===== config.mk =====
export PLATFORM = sky130hd
export DESIGN_NAME = instr_fetch_decode
export DESIGN_NICKNAME = d
export VERILOG_FILES = /design/src/rtl/instr_fetch_decode_pkg.sv /design/src/rtl/instr_fetch_decode_field_split.sv /design/src/rtl/instr_fetch_decode.sv
export SDC_FILE = /design/constraint.sdc
export NUM_CORES = 1
export LEC_CHECK = 0
export ABC_AREA = 1
export BUFFER_PORTS_ARGS = -buffer_cell sky130_fd_sc_hd__buf_2
export CORE_MARGIN = 3
export CORE_UTILIZATION = 25
export CTS_BUF_LIST = sky130_fd_sc_hd__clkbuf_4 sky130_fd_sc_hd__clkbuf_8
export DETAILED_ROUTE_END_ITERATION = 12
export PLACE_DENSITY = 0.5
export SYNTH_ARGS = -nofsm -noshare
export SYNTH_HDL_FRONTEND = slang
export SYNTH_SLANG_ARGS = --single-unit

===== constraint.sdc =====
create_clock -name clk -period 1.47 [get_ports clk]
set_input_delay 0.0735 -clock clk [delete_from_list [all_inputs] [get_ports clk]]
set_output_delay 0.0735 -clock clk [all_outputs]
set_load 0.02 [all_outputs]

===== src/rtl/instr_fetch_decode_pkg.sv =====
// Shared CPU constants for the fetch/decode front end: opcodes, conditions,
// operand types, ALU ops, instruction field positions and front-end states.
package instr_fetch_decode_pkg;

  // Instruction field positions within the 35-bit word (MSB of each field)
  localparam int OPC_MSB   = 34;
  localparam int SUB_MSB   = 30;
  localparam int SRC_T_MSB = 27;
  localparam int SRC_MSB   = 25;
  localparam int DST_T_MSB = 17;
  localparam int DST_MSB   = 15;
  localparam int ADR_MSB   = 7;

  localparam int FIELD_INSTR_W = 35;
  localparam int FIELD_ADDR_W  = 8;

  // Opcodes
  localparam logic [3:0] OP_MOV = 4'h1;
  localparam logic [3:0] OP_JMP = 4'h2;
  localparam logic [3:0] OP_ATC = 4'h3;
  localparam logic [3:0] OP_ACC = 4'h4;

  // Jump conditions
  localparam logic [2:0] COND_UNC   = 3'd0;
  localparam logic [2:0] COND_ZERO  = 3'd1;
  localparam logic [2:0] COND_NZERO = 3'd2;
  localparam logic [2:0] COND_CARRY = 3'd3;
  localparam logic [2:0] COND_NEG   = 3'd4;

  // Operand types
  localparam logic [1:0] T_REG = 2'd0;
  localparam logic [1:0] T_NUM = 2'd1;

  // ALU operations
  localparam logic [2:0] ALU_PASS = 3'd0;
  localparam logic [2:0] ALU_ADD  = 3'd1;
  localparam logic [2:0] ALU_SUB  = 3'd2;
  localparam logic [2:0] ALU_AND  = 3'd3;
  localparam logic [2:0] ALU_OR   = 3'd4;
  localparam logic [2:0] ALU_XOR  = 3'd5;

  // Well-known register numbers
  localparam logic [7:0] REG_FLAG = 8'h10;
  localparam logic [7:0] REG_GOUT = 8'h11;

  typedef enum logic [1:0] {
    FETCH   = 2'd0,
    ISSUE   = 2'd1,
    WAIT_BR = 2'd2
  } fd_state_e;

  // Redirect class of an accepted instruction
  typedef enum logic [1:0] {
    CLS_SEQ,
    CLS_JUMP,
    CLS_BRANCH
  } instr_class_e;

  function automatic instr_class_e classify(input logic [3:0] opcode, input logic [2:0] sub);
    instr_class_e cls;
    cls = CLS_SEQ;
    if (opcode == OP_JMP) begin
      cls = (sub == COND_UNC) ? CLS_JUMP : CLS_BRANCH;
    end else if (opcode == OP_ATC) begin
      cls = CLS_BRANCH;
    end
    return cls;
  endfunction

endpackage


===== src/rtl/instr_fetch_decode_field_split.sv =====
// Pure combinational slice of the instruction register into its decode fields.
module instr_field_split
  import instr_fetch_decode_pkg::*;
(
  input  logic [34:0] ir,
  output logic [3:0]  opcode,
  output logic [2:0]  sub,
  output logic [1:0]  src_t,
  output logic [7:0]  src,
  output logic [1:0]  dst_t,
  output logic [7:0]  dst,
  output logic [7:0]  addr
);

  assign opcode = ir[OPC_MSB   -: 4];
  assign sub    = ir[SUB_MSB   -: 3];
  assign src_t  = ir[SRC_T_MSB -: 2];
  assign src    = ir[SRC_MSB   -: 8];
  assign dst_t  = ir[DST_T_MSB -: 2];
  assign dst    = ir[DST_MSB   -: 8];
  assign addr   = ir[ADR_MSB   -: 8];

endmodule


===== src/rtl/instr_fetch_decode.sv =====
// Fetch/decode front end: owns the PC, registers ROM words, issues decoded
// fields over valid/ready and resolves JMP/ATC redirection.
module instr_fetch_decode
  import instr_fetch_decode_pkg::*;
#(
  parameter int ADDR_W  = 8,
  parameter int INSTR_W = 35
) (
  input  logic               clk,
  input  logic               rst_n,
  output logic [ADDR_W-1:0]  rom_addr,
  input  logic [INSTR_W-1:0] rom_data,
  output logic               dec_valid,
  input  logic               dec_ready,
  output logic [3:0]         dec_opcode,
  output logic [2:0]         dec_sub,
  output logic [1:0]         dec_src_t,
  output logic [7:0]         dec_src,
  output logic [1:0]         dec_dst_t,
  output logic [7:0]         dec_dst,
  output logic [ADDR_W-1:0]  dec_addr,
  output logic [ADDR_W-1:0]  dec_pc,
  input  logic               br_valid,
  input  logic               br_taken
);

  fd_state_e          state, state_next;
  instr_class_e       cls;
  logic [ADDR_W-1:0]  pc, pc_next, pc_inc;
  logic [ADDR_W-1:0]  pc_fetched;
  logic [INSTR_W-1:0] ir;
  logic               ir_load;
  logic [7:0]         addr_field;

  instr_field_split u_split (
    .ir     (ir),
    .opcode (dec_opcode),
    .sub    (dec_sub),
    .src_t  (dec_src_t),
    .src    (dec_src),
    .dst_t  (dec_dst_t),
    .dst    (dec_dst),
    .addr   (addr_field)
  );

  assign dec_addr  = ADDR_W'(addr_field);
  assign dec_pc    = pc_fetched;
  assign rom_addr  = pc;
  assign dec_valid = (state == ISSUE);

  // Wraps modulo 2^ADDR_W by truncation
  assign pc_inc = pc + ADDR_W'(1);
  assign cls    = classify(dec_opcode, dec_sub);

  always_comb begin
    // NOTE: every output of this block is defaulted first so no path leaves a
    // value unassigned, which would otherwise infer a latch.
    state_next = state;
    pc_next    = pc;
    ir_load    = 1'b0;
    unique case (state)
      FETCH: begin
        ir_load    = 1'b1;
        state_next = ISSUE;
      end
      ISSUE: begin
        if (dec_ready) begin
          unique case (cls)
            CLS_JUMP: begin
              pc_next    = dec_addr;
              state_next = FETCH;
            end
            CLS_BRANCH: begin
              state_next = WAIT_BR;
            end
            default: begin
              pc_next    = pc_inc;
              state_next = FETCH;
            end
          endcase
        end
      end
      WAIT_BR: begin
        // The branch target comes from the held IR, not from a fresh fetch
        if (br_valid) begin
          pc_next    = br_taken ? dec_addr : pc_inc;
          state_next = FETCH;
        end
      end
      default: begin
        state_next = FETCH;
      end
    endcase
  end

  always_ff @(posedge clk or negedge rst_n) begin
    if (!rst_n) begin
      state      <= FETCH;
      pc         <= '0;
      ir         <= '0;
      pc_fetched <= '0;
    end else begin
      // NOTE: state registers use non-blocking assignments so every register
      // samples pre-edge values regardless of statement order.
      state <= state_next;
      pc    <= pc_next;
      if (ir_load) begin
        ir         <= rom_data;
        pc_fetched <= pc;
      end
    end
  end

endmodule


Word level (Yosys, flattened, before mapping)
Index checks and enable logic that the tools add are counted.
- flip-flop bits (word level): 53
- output and inout port bits: 52
- add/subtract/negate cells: 1
- equal/unequal tests: 9
- muxes and demuxes: 13
- reduce and logical (&&, ||, !) cells: 5
- operators by type and width (cell ; number):
    case mux 8 bit (2 select lines) ; 2
    2-to-1 mux 8 bit ; 3
    2-to-1 mux 2 bit ; 6
    adder 8 x 1 -> 8 bit (second input constant) ; 1
    equality test 4 x 2 -> 1 bit (second input constant) ; 2
    case mux 2 bit (3 select lines) ; 1
    equality test 2 x 1 -> 1 bit (second input constant) ; 2
    equality test 2 bit (second input constant) ; 2
    != test 2 bit (second input constant) ; 2
    AND reduction 4 bit ; 1
    zero test 3 bit ; 1
    zero test 2 bit ; 1
    != test 2 x 1 -> 1 bit (second input constant) ; 1
    AND reduction 2 bit ; 1
    nonzero test 2 bit ; 1
    2-to-1 mux 1 bit ; 1

Logic depth before layout (Yosys ltp)
- word-level depth: 7
- mapped depth: 10

By module
A second synthesis with hierarchy kept.
- cells, all modules: 284
- area, all modules: 2700.1 µm²
- by module, submodules not included (module ; instances ; cells each ; area each (µm²) ; seq. area each (µm²)):
    instr_fetch_decode ; 1 ; 249 ; 2437.3 ; 1326.3
    instr_field_split ; 1 ; 35 ; 262.8 ; 0.0

Worst setup path after synthesis
OpenSTA, ideal clock, no wires.
- path kind: reg-to-reg
- start point: register pc[0] (netlist: rom_addr[0])
- end point: register pc[4] (netlist: rom_addr[4])
- arrival: 1.272 ns
- setup slack: 0.082 ns
- cell stages (with the launch flop): 11
- period minus slack after synthesis: 1.388 ns
- cell sequence: dfrtp_1 ha_1 nand3_1 nand2_1 nand2_1 nand2_1 nand2_1 nand2_1 nand2_1 nand2_1 nand2_1
- longest elaborated chain between the ends: 4
- elaborated cells on any way between the ends: 6
- classes of those cells: 1 x add/sub; 5 x mux
- ends and longest elaborated chain (element ; line ; source):
    start: declaration ; instr_fetch_decode.sv:29 ; logic [ADDR_W-1:0] pc, pc_next, pc_inc;
    start signal: assignment ; instr_fetch_decode.sv:106 ; pc <= pc_next;
    adder 8 x 1 -> 8 bit (*) ; instr_fetch_decode.sv:52 ; assign pc_inc = pc + ADDR_W'(1);
    case mux 8 bit (2 select lines) or 2-to-1 mux 8 bit (tied branches) ; instr_fetch_decode.sv:68, instr_fetch_decode.sv:86 ;
    2-to-1 mux 8 bit (on tied branches) ; instr_fetch_decode.sv:67, instr_fetch_decode.sv:85 ;
    case mux 8 bit (2 select lines) (*) ; instr_fetch_decode.sv:61 ; unique case (state)
Mark *: on every way between the ends. The rest lies on a longest branch, timed or not. The select of a mux whose other input is x is not followed.
A chain may end at the register's enable or synchronous reset.

Worst setup path after layout
- start point: register state[0]
- end point: register pc[6] (netlist: rom_addr[6])
- longest elaborated chain between the ends: 3
- elaborated cells on any way between the ends: 8
- classes of those cells: 5 x eq/ne; 1 x mux; 2 x reduce/logical
- ends and longest elaborated chain (element ; line ; source):
    start: declaration ; instr_fetch_decode.sv:27 ; fd_state_e state, state_next;
    start signal: assignment ; instr_fetch_decode.sv:105 ; state <= state_next;
    equality test 2 x 1 -> 1 bit or equality test 2 bit (tied branches) ; instr_fetch_decode.sv:61 ;
    != test 2 bit (no source line), or another cell as far along ; n/a ;
    AND reduction 4 bit (no source line) ; n/a ;
Several ways; a longest one is shown, not always the timed one.

==> results.cfg <==
[outcome]
status = finished clean

[placement]
gp_congestion = 0.7905
pre_cts_slack_ps = 113.5
place_inst = 476
dp_hpwl_mm = 4.608
port_buffers = 91

[global_route]
grt_max_degree = 54
grt_pass1_wl_mm = 11.16
gr-total-overflow = 0
grt_usage_pct = 12.27
grt_pass1_vias = 2368
grt_antenna_before_repair = 0

[yosys]
synth.yosys.warnings = 0
yosysMostFrequentCell = nand2_1
synth-seq-cells = 53
ys.flop_type = dfrtp_1
synth.distinct_cells = 24
yosys.area.top_type = dfrtp_1
avgSynthCellArea_um2 = 9.650
syn_inst = 254
synth_edf_count = 0
syn_nets = 295
synth-async-reset-ratio_pct = 100.0
yosys.area.top_type_share_pct = 54.11
syn_area_mm2 = 0.002451
synth.cells.most_frequent = 65 x nand2_1, 53 x dfrtp_1, 29 x mux2_2, 27 x inv_1, 16 x nand3_1
yosysSeqAreaShare_pct = 54.11
synth_area_leaders = dfrtp_1 54%, mux2_2 13%, nand2_1 10%

[timing]
hold_viol = 0
final-max-slew-violation-count = 0
fin_tns_setup_ps = 0
max_freq_mhz = 735.2
rsz0062_at_grt = no
period_minus_slack_ps = 1360
setup_viol = 0
tightest_slew_ps = 299.3
finClkSkew_ps = 8.940
finalCritPeriodShare_pct = 92.53
whs_ps = 109.4
slew_headroom_pct = 80.05
setup_ws_ps = 109.9

[cts]
cts.path.max_buffers = 2
cts_tree = done
clockRootBuffer = clkbuf_8
cts_num_sinks = 53
clk_latency_ps = 310
h-tree-depth = 2
clk_pin_slew_ps = 110
numCtsBuffers = 5

[routing]
drc_errors = 0
wl_mm = 6.451
postRouteAntennaNets = 0
vias_per_cell = 4.230
drt-pass1-iter-count = 4
drt_iter0_markers = 91
vias = 2221
wl_per_cell_um = 12.29

[die]
die_area_mm2 = 0.01103
io_pins = 92
die_w_um = 105.0
die_h_um = 105.0
coreArea_mm2 = 0.009371
rows = 35
start_util_pct = 26.15

[worst_hold_path]
min_path_type = in -> reg

[cells_and_area]
fill_cells = 1017
drive_gt1_share_pct = 39.39
num_antenna_cells = 0
nets = 436
syn2layout_area_growth_pct = 48.49
postLayoutCoreUtil_pct = 38.84
fin_cells = 525

[worst_setup_path]
path_max_fanout = 11
critPathArrivalTime_ps = 1560
endpoint_kind = flop
critPathKind = reg -> reg
worstPathRequired_ps = 1670
worstSetupStartpointType = flop

[power]
leakagePower_nw = 1.837
worst_ir_drop_vdd_v = 0.001045
powerDensity_mw_per_mm2 = 2000

[flow_run]
drv_cap = 0
## per-stage QoR
step	power [W]	cell area (um2)
2_1_floorplan	0.005017	2451
3_3_place_gp	0.006291	3137
3_5_place_dp	0.006351	3137
4_1_cts	0.007315	3597
5_1_grt	0.007905	3640
6_report	0.007281	3640
## path summary, 6_finish.rpt
path                                 startpoint                 endpoint  slack, ps  depth (start not counted)
max reg2reg                state[0]$_DFFE_PN0P_  rom_addr[6]$_DFFE_PN0P_        110                          8
min in group asynchronous                 rst_n       ir[18]$_DFFE_PN0N_        290                          3
min reg2reg                  ir[16]$_DFFE_PN0N_       ir[16]$_DFFE_PN0N_        490                          1
max                        state[0]$_DFFE_PN0P_  rom_addr[6]$_DFFE_PN0P_        110                          8
max in group asynchronous                 rst_n  rom_addr[2]$_DFFE_PN0P_        910                          3
min                                    br_valid     state[1]$_DFFE_PN0P_        110                          3
## what timing repair did
action                                 in CTS  in global routing
endpoints found under the hold margin      89                  0
resized for setup                           0                  5
setup endpoints to repair                   0                  7
hold buffers                               37                  0
buffers inserted                            0                  4
## registers in the layout, indices dropped and copies added, names as in the netlist
name	cells
dec_pc	8
ir	35
rom_addr	8
state	2
## kinds of logic after synthesis
| family | after synthesis | synth area share, % |
|---|---|---|
| compound gates | 27 | 6.177 |
| xor+xnor | 1 | 0.3574 |
| fa+ha+maj | 1 | 0.5104 |
| buf+inv | 35 | 5.921 |
| flops | 53 | 54.11 |
| mux | 31 | 14.24 |
| simple gates | 106 | 18.68 |
## critical path: stages (launching register included)
cell	delay, ps
dfrtp_1	440
inv_1	90
nand2_2	90
or2_1	250
nand3_2	110
buf_12	130
nand2_1	50
inv_1	60
a21oi_2	30
## routing by layer
| layer | up-vias | routed length (um) | track usage, % |
|---|---|---|---|
| li1 | 1109 | - | - |
| met1 | 1051 | 2879 | 15.13 |
| met2 | 52 | 3182 | 20.94 |
| met3 | 9 | 312 | 3.088 |
| met4 | 0 | 77 | 3.936 |
| met5 | - | 0 | 0 |
## layout make-up
type	count	area [um2]	share of cell area, %
repair buffers	142	972.2	26.71
clock inverters	3	21.27	0.5844
multi-input cells	166	987.2	27.12
well taps	129	161.4	4.435
flip-flops and latches	53	1328	36.47
clock buffers	5	68.82	1.891
inverters	27	101.3	2.784
## report_power, final
part | internal (W) | switching, W
Sequential | 0.00214 | 0.000457
Combinational | 0.00160 | 0.00222
Clock | 0.000340 | 0.000529
## placed cells by master (no fill, tap or decap), types with 2 or more instances in the layout
master and count:
a21oi_1 9, a21oi_2 3, buf_12 3, clkbuf_8 5, o21ai_0 13, buf_2 91, nor2_2 6, nand4_1 4
buf_4 10, inv_1 27, nand2_2 2, nor2_1 10, dlygate4sd3_1 37, mux2_1 2, nand2_1 64, nand3_1 16
dfrtp_1 52, mux2_2 29
(Power assumes the default switching activity.)
